$ cat config.mk
export PLATFORM = sky130hd
export DESIGN_NAME = serial_adder_subtractor
export DESIGN_NICKNAME = d
export VERILOG_FILES = /design/src/rtl/serial_adder_subtractor.sv
export SDC_FILE = /design/constraint.sdc
export NUM_CORES = 1
export LEC_CHECK = 0
export CAP_MARGIN = 30
export CELL_PAD_IN_SITES_DETAIL_PLACEMENT = 1
export CELL_PAD_IN_SITES_GLOBAL_PLACEMENT = 2
export CORE_UTILIZATION = 30
export DETAILED_ROUTE_END_ITERATION = 6
export HOLD_SLACK_MARGIN = 0.08
export MAX_ROUTING_LAYER = met4
export PLACE_DENSITY = 0.77
export SLEW_MARGIN = 20
export SYNTH_ARGS = -nofsm -noshare
export SYNTH_HDL_FRONTEND = slang
export SYNTH_SLANG_ARGS = --single-unit
$ cat constraint.sdc
create_clock -name clk -period 1.85 [get_ports clk]
set_input_delay 0.555 -clock clk [delete_from_list [all_inputs] [get_ports clk]]
set_output_delay 0.555 -clock clk [all_outputs]
set_load 0.03 [all_outputs]
$ cat src/rtl/serial_adder_subtractor.sv
// Bit-serial two's-complement adder/subtractor.
// One bit per clock, LSB first, with a single carry flip-flop. opcode 0 adds,
// opcode 1 subtracts by inverting b and seeding the carry with 1.
// An operation takes WIDTH+1 cycles from the accepting edge to the next
// accepting edge.
//
// State   | meaning
// --------+---------------------------------------------------------------
// S_IDLE  | waiting for start; outputs hold the last completed result
// S_RUN   | shifting operands, one bit per clock
// S_DONE  | one-cycle done pulse; start here chains the next operation
//
// Ports:
//   clk      in   rising-edge clock
//   reset    in   synchronous active-high reset
//   start    in   request, sampled in S_IDLE and S_DONE only
//   a, b     in   operands [WIDTH], captured on an accepted start
//   opcode   in   0 = a+b, 1 = a-b, captured on an accepted start
//   busy     out  high while bits are being processed
//   done     out  one-cycle completion pulse
//   result   out  sum or difference mod 2^WIDTH, held until the next completion
//   cout     out  carry out of MSB (for subtract, 1 = no borrow)
//   overflow out  signed overflow
module serial_adder_subtractor #(
  parameter int WIDTH = 8
) (
  input  logic             clk,
  input  logic             reset,
  input  logic             start,
  input  logic [WIDTH-1:0] a,
  input  logic [WIDTH-1:0] b,
  input  logic             opcode,
  output logic             busy,
  output logic             done,
  output logic [WIDTH-1:0] result,
  output logic             cout,
  output logic             overflow
);

  localparam int            CW   = $clog2(WIDTH);
  localparam logic [CW-1:0] LAST = CW'(WIDTH - 1);

  typedef enum logic [1:0] {
    S_IDLE,
    S_RUN,
    S_DONE
  } state_t;

  state_t           state, state_nxt;
  logic             accept;
  logic [WIDTH-1:0] a_sh, b_sh, sum_sh;
  logic             op;
  logic             carry;
  logic [CW-1:0]    count;
  logic             last_bit;
  logic             bi, s, carry_nxt;

  assign last_bit  = (count == LAST);
  assign bi        = b_sh[0] ^ op;
  assign s         = a_sh[0] ^ bi ^ carry;
  assign carry_nxt = (a_sh[0] & bi) | (bi & carry) | (a_sh[0] & carry);

  always_ff @(posedge clk) begin
    if (reset) state <= S_IDLE;
    else       state <= state_nxt;
  end

  always_comb begin
    state_nxt = state;
    busy      = 1'b0;
    done      = 1'b0;
    accept    = 1'b0;
    case (state)
      S_IDLE: begin
        if (start) begin
          accept    = 1'b1;
          state_nxt = S_RUN;
        end
      end
      S_RUN: begin
        busy = 1'b1;
        if (last_bit) state_nxt = S_DONE;
      end
      S_DONE: begin
        done = 1'b1;
        if (start) begin
          accept    = 1'b1;
          state_nxt = S_RUN;
        end else begin
          state_nxt = S_IDLE;
        end
      end
      default: state_nxt = S_IDLE;
    endcase
  end

  always_ff @(posedge clk) begin
    if (reset) begin
      a_sh     <= '0;
      b_sh     <= '0;
      sum_sh   <= '0;
      op       <= 1'b0;
      carry    <= 1'b0;
      count    <= '0;
      result   <= '0;
      cout     <= 1'b0;
      overflow <= 1'b0;
    end else if (accept) begin
      a_sh  <= a;
      b_sh  <= b;
      op    <= opcode;
      carry <= opcode;
      count <= '0;
    end else if (state == S_RUN) begin
      a_sh   <= a_sh >> 1;
      b_sh   <= b_sh >> 1;
      sum_sh <= {s, sum_sh[WIDTH-1:1]};
      carry  <= carry_nxt;
      count  <= count + CW'(1);
      if (last_bit) begin
        // sum_sh is one shift short here, so the final bit is merged in directly.
        // carry still holds the carry into the MSB at this edge.
        result   <= {s, sum_sh[WIDTH-1:1]};
        cout     <= carry_nxt;
        overflow <= carry ^ carry_nxt;
      end
    end
  end

endmodule

* Word-level counts from Yosys, hierarchy flattened *
Cells that the tools add are included.

word-level totals
  register bits = 41
  input bits = 20

operators by class
  reduce and logical (&&, ||, !) cells = 7
  mux-type cells = 14
  eq/ne operators = 5
  add/sub/neg operators = 1
  bitwise operators = 10

operator list
  cell                                                             count
  8-bit 2-to-1 mux                                                 4
  1-bit 2-to-1 mux                                                 7
  2-bit one-hot mux with 3 select lines                            1
  2-bit 2-to-1 mux                                                 2
  2-bit != test, second input constant                             2
  2-bit AND reduction                                              2
  2-bit OR reduction                                               2
  1-bit XOR                                                        4
  3-bit by 1-bit adder with 3-bit output, second input constant    1
  1-bit bitwise AND                                                3
  3-bit == test, second input constant                             1
  3-bit AND reduction                                              1
  2-bit by 1-bit == test with 1-bit output, second input constant  1
  2-bit == test, second input constant                             1
  2-bit logical NOT                                                1
  1-bit bitwise OR                                                 2
  2-bit nonzero test                                               1
  1-bit NOT                                                        1

* Longest topological paths before layout *
Gate-level depths: netlist of the first run.

  depth in word-level cells = 6
  mapped depth = 6
  depth with buffers taken out = 5

* Least setup slack after synthesis of the first run *
No wires, ideal clock.

  path type = register to output
  start point = register state[1]
  end point = output done
  cell stages (with the launch flop) = 2
  path buffers = 0
  data arrival time = 794 ps
  path slack = 501 ps
  required time = 1,295 ps
  cell sequence = dfxtp_1 -> nor2b_1

on the way
  longest elaborated chain between the ends = 2

RTL lines
  item                    line  RTL
  start, declared         49    state_t state, state_nxt;
  start signal, assigned  65    else state <= state_nxt;
  2-bit == test           73    case (state)
  1-bit 2-to-1 mux        73
  end, declared           34    output logic done,

No other way between the ends.

* Worst setup path after layout of the first run *
Same ends and word-level chain as after synthesis.

==> results.md, run 1 <==
- Critical R2R Capture: cout
- DRT Wirelength: about 3700 µm
- CP endpoint kind: output port
- Final Skew: around 3.1 ps
- Commonest non-fill, non-tap cell in the layout: nand2_1
- Kind of critical path: reg2out
- Initial DRC count: 36
- CTS tree: built
- Fill cells: ~620
- R2r setup slk: roughly 350 ps
- Nets: between 200 and 250
- Worst R2R Start: count[0]
- Register share of total power: 54.4%
- Synth Cell Area: ~1600 µm²
- Clk slew on worst S/H paths: 70 ps
- DR vias: 1390
- Final Wtd Congestion: approximately 0.70
- Postcts setup bufs: 0
- Core area: between 5000 and 6000 µm²
- Register area: roughly 800 µm²
- CTS buffer count: 5
- Clk buf depth: 2
- Pleak: between 0.7 and 0.8 nW
- Post-synthesis sequential area ratio: about half
- Initial antenna violation count: 0
- Max_slew headroom: roughly 73%
- P&R area growth vs syn: 26.5%
- DRC violations left: 0
- Clock power share: around 32%
- Critical path launch point type: flop
- Crit. Startpoint: state[1]
- Share of cells above drive strength 1: slightly above 8%
- Die ar.: ~5700 µm²
- Clock Latency Late Sink: 290 ps
- Distinct cells, synth: 30
- DR pass1 iterations: 4
- WP data arrival: ~1200 ps
- Routed Antenna Nets: 0
- Minimum clock period: around 1800 ps
- Via density: between 4 and 5
- # rows: 26
- # H-tree levels: 2
- Antenna Cells: 0
- Synth Area per Inst: just under 9 µm²
- Critical Path RT: 1290 ps
- Largest net degree at the start of global routing: between 40 and 50
- Fin. Hold Viols: 0
- F_max: roughly 570 MHz
- Combinational Power Share: a little over an eighth
- Sw Share: between 20 and 30%
- Gate count after technology mapping: 188
- Crit path max-delay family: buffers and inverters
- PwrDens: around 830 nW/µm²
- Inst Count DP: 281
- # hold bufs at CTS: 0
- Critical path depth: 2
- Number of global-route vias before repair: 1393
- Max Slew Vio Count: 0
- Sw power: ~0.00043 W
- Synthesis Warnings: 0
- Number of max-cap violations: 0
- Die Ht: about 76 µm
- Syn Nets: between 200 and 250
- CP cell instances: nor2b_1 -> dlygate4sd2_1
- Pint: approximately 0.0013 W
- Post_cts resized: 11
- Maximum vdd drop: roughly 0.3 mV
- CP Max Fanout: 5
- # IOs: 32
- Endpoints failing setup: 0
- Tot GR Track Use: between 10% and 20%
- Non-Filler Instances: between 200 and 300
- Delay of the slowest critical-path stage: roughly 400 ps
- Fin Setup TNS: 0 ps
- Total grt overflow: 0
- #FFs+latches synth: 40
- Worst Path Buf+Inv: 1
- Hold endpoint: overflow
- Clock Sinks: 40
- Die Wd: between 70 and 80 µm
- Initial core utilization: a little under a third
- RSZ-0062 raised after global routing: false
- Reg2Reg Depth: 5
- Slew @ Worst Pin: roughly 410 ps
- CP max-delay cell: dlygate4sd2_1
- CTS Root Cell: clkbuf_8
- Hold Crit Depth: 2
- Area of the multi-input gates: roughly 730 µm²
- Port bufs: 31
- Status: finished clean
- Commonest non-fill, non-tap cells in the layout: nand2_1, dfxtp_1, clkdlybuf4s50_1
- Drt wl/cell: around 13 µm
- First-pass GRT wire length: 6120 µm
- Detailed-placement wirelength estimate: 2640 µm
- Ratio of final minimum period to clock period: ~95%
- Hold Startpoint: overflow
- Hold WC Path Type: reg2reg
-- power groups by stage --
stage	sequential (W)	combinational, W	clock (W)
2_1_floorplan	0.000941	0.000156	0
5_1_grt	0.000931	0.000256	0.000607
6_report	0.000926	0.000230	0.000545
3_3_place_gp	0.000945	0.000228	0
4_1_cts	0.000926	0.000236	0.000570
3_5_place_dp	0.000945	0.000235	0
-- per-stage QoR --
stage | hold WS [ps] | power (W) | util [%] | area (µm²) | worst slack (ps)
2_1_floorplan | 432 | 0.00110 | - | 1630 | 501
3_3_place_gp | 443 | 0.00117 | 38.5 | 1990 | 96.3
3_5_place_dp | 455 | 0.00118 | 38.5 | 1990 | 71.2
4_1_cts | 464 | 0.00173 | 39.8 | 2060 | 73.2
5_1_grt | 479 | 0.00179 | 39.8 | 2060 | 31.5
6_report | 455 | 0.00170 | 39.8 | 2060 | 94.5
-- cells in the mapped netlist (all sizes together) --
master	instances	area, µm²
dfxtp	40	801
clkbuf	4	15.0
xnor2	3	26.3
nand2	53	199
mux2i	3	30.0
nand3b	2	15.0
nor3	8	40.0
a211oi	3	22.5
a311oi	11	115
a22oi	1	7.51
nand2b	2	22.5
nand3	2	10.0
o211ai	1	7.51
nor2b	1	6.26
a21oi	18	90.1
o22ai	2	12.5
and3b	1	8.76
ha	2	25.0
and2b	1	7.51
inv	3	13.8
o21a	1	7.51
fa	1	20.0
nor2	16	60.1
buf	9	63.8
-- logic make-up after synthesis --
group                    after synthesis  synth area share [%]
buffers and inverters                 16                  5.69
XOR/XNOR                               3                  1.62
AO/OA/AOI/OAI                         37                  16.2
AND/OR/NAND/NOR                       86                  22.7
multiplexers                           3                  1.85
adder cells (fa/ha/maj)                3                  2.77
flip-flops                            40                  49.2
-- worst max path at each step --
stage          endpoint  slack (ps)
2_1_floorplan      done         500
3_3_place_gp    a_sh[0]         100
3_5_place_dp    a_sh[6]          70
4_1_cts            done          70
5_1_grt            done          30
6_report           done          90
-- layer usage --
metal,wire [µm],track usage (%),up-vias,share of wire [%]
li1,-,-,697,-
met1,1670,16.2,669,45
met2,1910,26.2,19,51
met3,112,4.37,5,3.0
met4,46,4.32,0,1.2
met5,0,-,-,0
-- final cells by class --
type                    count  area share [%]
flip-flops and latches     40            38.9
multi-input cells         132            35.6
repair buffers             36            16.7
well taps                  70            4.26
clock buffers               6            3.53
inverters                   3           0.669
clock inverters             1           0.243
-- state kept, by name, summed over array words and instances (netlist names) --
signal / cells
a_sh: 8
b_sh: 8
carry: 1
count: 3
cout: 1
op: 1
overflow: 1
result: 8
state: 2
sum_sh: 7
-- worst min-delay path: cells and delay by family, from the launching register on --
kind	cells	cell delay, ps
compound gates	1	50
flops	1	310
simple gates	1	50
No activity file was read; power rests on OpenSTA's default activity.
==> inputs of run 2 (changes only) <==
--- a/config.mk
+++ b/config.mk
@@ -13,7 +13,7 @@
 export HOLD_SLACK_MARGIN = 0.08
 export MAX_ROUTING_LAYER = met4
 export PLACE_DENSITY = 0.77
-export SLEW_MARGIN = 20
+export SLEW_MARGIN = 30
 export SYNTH_ARGS = -nofsm -noshare
 export SYNTH_HDL_FRONTEND = slang
 export SYNTH_SLANG_ARGS = --single-unit
==> results of run 2 <==
No change in the layout: final DEF, timing and power equal those of run 1.
==> inputs of run 3 (changes only) <==
--- a/config.mk
+++ b/config.mk
@@ -12,7 +12,7 @@
 export DETAILED_ROUTE_END_ITERATION = 6
 export HOLD_SLACK_MARGIN = 0.08
 export MAX_ROUTING_LAYER = met4
-export PLACE_DENSITY = 0.77
+export PLACE_DENSITY = 0.75
 export SLEW_MARGIN = 30
 export SYNTH_ARGS = -nofsm -noshare
 export SYNTH_HDL_FRONTEND = slang
==> run 3 against run 2 <==
Effect of this change:
- clock skew increased by 2.3 ps
- fmax shrank 1.6%
- first-iteration DRC count increased by 31%
- largest cell class unchanged
==> results.md, run 3 (synthesis results as in run 1) <==
- Postcts setup bufs: 0 (unchanged)
- Inst Count DP: 281 (unchanged)
- Clock Sinks: 40 (unchanged)
- Clk buf depth: 2 (unchanged)
- Final WS setup: 66.8 ps (was 94.5 ps)
- Final Util: 40.4% (was 39.8%)
- Crit. Startpoint: state[1] (unchanged)
- Port bufs: 31 (unchanged)
- Total grt overflow: 0 (unchanged)
- Commonest non-fill, non-tap cells in the layout: nand2_1, dfxtp_1, clkdlybuf4s50_1 (unchanged)
- Crit path max-delay family: buffers and inverters (unchanged)
- # rows: 26 (unchanged)
- Biggest regs: a_sh x8, b_sh x8, result x8 (unchanged)
- Clock Latency Late Sink: 280 ps (was 290 ps)
- Final Skew: 5.47 ps (was 3.12 ps)
- DR pass1 iterations: 4 (unchanged)
- CP endpoint kind: output port (unchanged)
- Fin Setup TNS: 0 ps (unchanged)
- # IOs: 32 (unchanged)
- Endpoints failing setup: 0 (unchanged)
- # hold bufs at CTS: 0 (unchanged)
- DR vias: 1380 (was 1390)
- CTS buffer count: 5 (unchanged)
- Die ar.: 5720 µm² (unchanged)
- RSZ-0062 raised after global routing: false (unchanged)
- Minimum clock period: 1780 ps (was 1760 ps)
- Pleak: 0.841 nW (was 0.767 nW)
- CP max-delay cell: dlygate4sd2_1 (unchanged)
- Non-Filler Instances: 289 (was 288)
- Die Wd: 75.6 µm (unchanged)
- Delay of the slowest critical-path stage: 410 ps (was 400 ps)
- Maximum vdd drop: 0.342 mV (was 0.293 mV)
- First-pass GRT wire length: 6330 µm (was 6120 µm)
- Max_slew headroom: 71.4% (was 72.7%)
- Initial antenna violation count: 0 (unchanged)
- Commonest non-fill, non-tap cell in the layout: nand2_1 (unchanged)
- Number of max-cap violations: 0 (unchanged)
- Initial DRC count: 47 (was 36)
- PwrDens: 835 nW/µm² (was 827 nW/µm²)
- Antenna Cells: 0 (unchanged)
- Hold WC Path Type: reg2reg (unchanged)
- Tot GR Track Use: 15.4% (was 14.9%)
- CTS Root Cell: clkbuf_8 (unchanged)
- Worst Path Buf+Inv: 1 (unchanged)
- Slew @ Worst Pin: 429 ps (was 409 ps)
- Largest net degree at the start of global routing: 41 (unchanged)
- DRC violations left: 0 (unchanged)
- P&R area growth vs syn: 28.4% (was 26.5%)
- WP data arrival: 1230 ps (was 1200 ps)
- Core area: 5170 µm² (unchanged)
- Initial core utilization: 31.4% (unchanged)
- Final Wtd Congestion: 0.711 (was 0.697)
- Number of global-route vias before repair: 1451 (was 1393)
- Clk slew on worst S/H paths: 80 ps (was 70 ps)
- Ratio of final minimum period to clock period: 96.4% (was 94.9%)
- Kind of critical path: reg2out (unchanged)
- DRT Wirelength: 3900 µm (was 3740 µm)
- Via density: 4.78 (was 4.83)
- CTS tree: built (unchanged)
- F_max: 561 MHz (was 570 MHz)
- Fin. Hold Viols: 0 (unchanged)
- Worst R2R Start: count[0] (unchanged)
- Status: finished clean (unchanged)
- Share of cells above drive strength 1: 8.22% (was 8.26%)
- Drt wl/cell: 13.5 µm (was 13.0 µm)
- Nets: 241 (unchanged)
- Hold Startpoint: result[5] (was overflow)
- Routed Antenna Nets: 0 (unchanged)
- # H-tree levels: 2 (unchanged)
- Detailed-placement wirelength estimate: 2650 µm (was 2640 µm)
- Max Slew Vio Count: 0 (unchanged)
- CP Max Fanout: 5 (unchanged)
- Critical path launch point type: flop (unchanged)
- Die Ht: 75.6 µm (unchanged)
- CP cell instances: nor2b_1 -> dlygate4sd2_1 (unchanged)
- Pre-CTS setup slack: 45.5 ps (was 71.2 ps)
- Critical Path RT: 1290 ps (about the same)
run 3: cell count changes in the layout (fill, tap and decap cells not counted), sizes merged:
cell,before,now
clkbuf,6,8
dlygate4sd2,11,6
clkinv,1,0
dlymetal6s2s,0,5
run 3: path summary, 6_finish.rpt:
kind,endpoint,slack [ps],depth (start not counted)
min,result[5],450,2
max reg2reg,result[7],330,5
min reg2reg,result[5],450,2
max,done,70,2
run 3: layer usage:
layer,routed length (µm),GRT usage [%],vias up
met5,0,-,-
met4,36,4.94,0
met3,122,2.78,4
met2,2030,28.8,22
met1,1720,16.4,660
li1,-,-,694
run 3: through the flow:
step	hold slack [ps]	total power (W)	cell area, µm²
6_report	452	0.00174	2090
5_1_grt	476	0.00183	2090
4_1_cts	458	0.00177	2080
3_5_place_dp	447	0.00118	1990
3_3_place_gp	440	0.00117	1990
2_1_floorplan	432	0.00110	1630
run 3: timing repair:
item                                    in CTS  in global routing
pin swaps                                    0                  0
resized for setup                            6                  5
endpoints found under the setup margin       6                  5
run 3: layout make-up:
cell class	count	area (µm²)
flip-flops and latches	40	801
clock buffers	8	90.1
well taps	70	87.6
fillers	604	3080
repair buffers	36	363
inverters	3	13.8
multi-input cells	132	733
run 3: worst min-delay path: stages, from the launching register on:
cell and delay (ps):
dfxtp_1 310, nand2_1 50, a21oi_1 50
run 3: power by group:
part | total (W) | internal [W] | leakage [nW] | switching [W]
sequential | 0.000926 | 0.000902 | 0.327 | 0.0000239
combinational | 0.000235 | 0.000109 | 0.468 | 0.000126
clock | 0.000584 | 0.000304 | 0.0455 | 0.000279
total | 0.00174 | 0.00132 | 0.841 | 0.000429
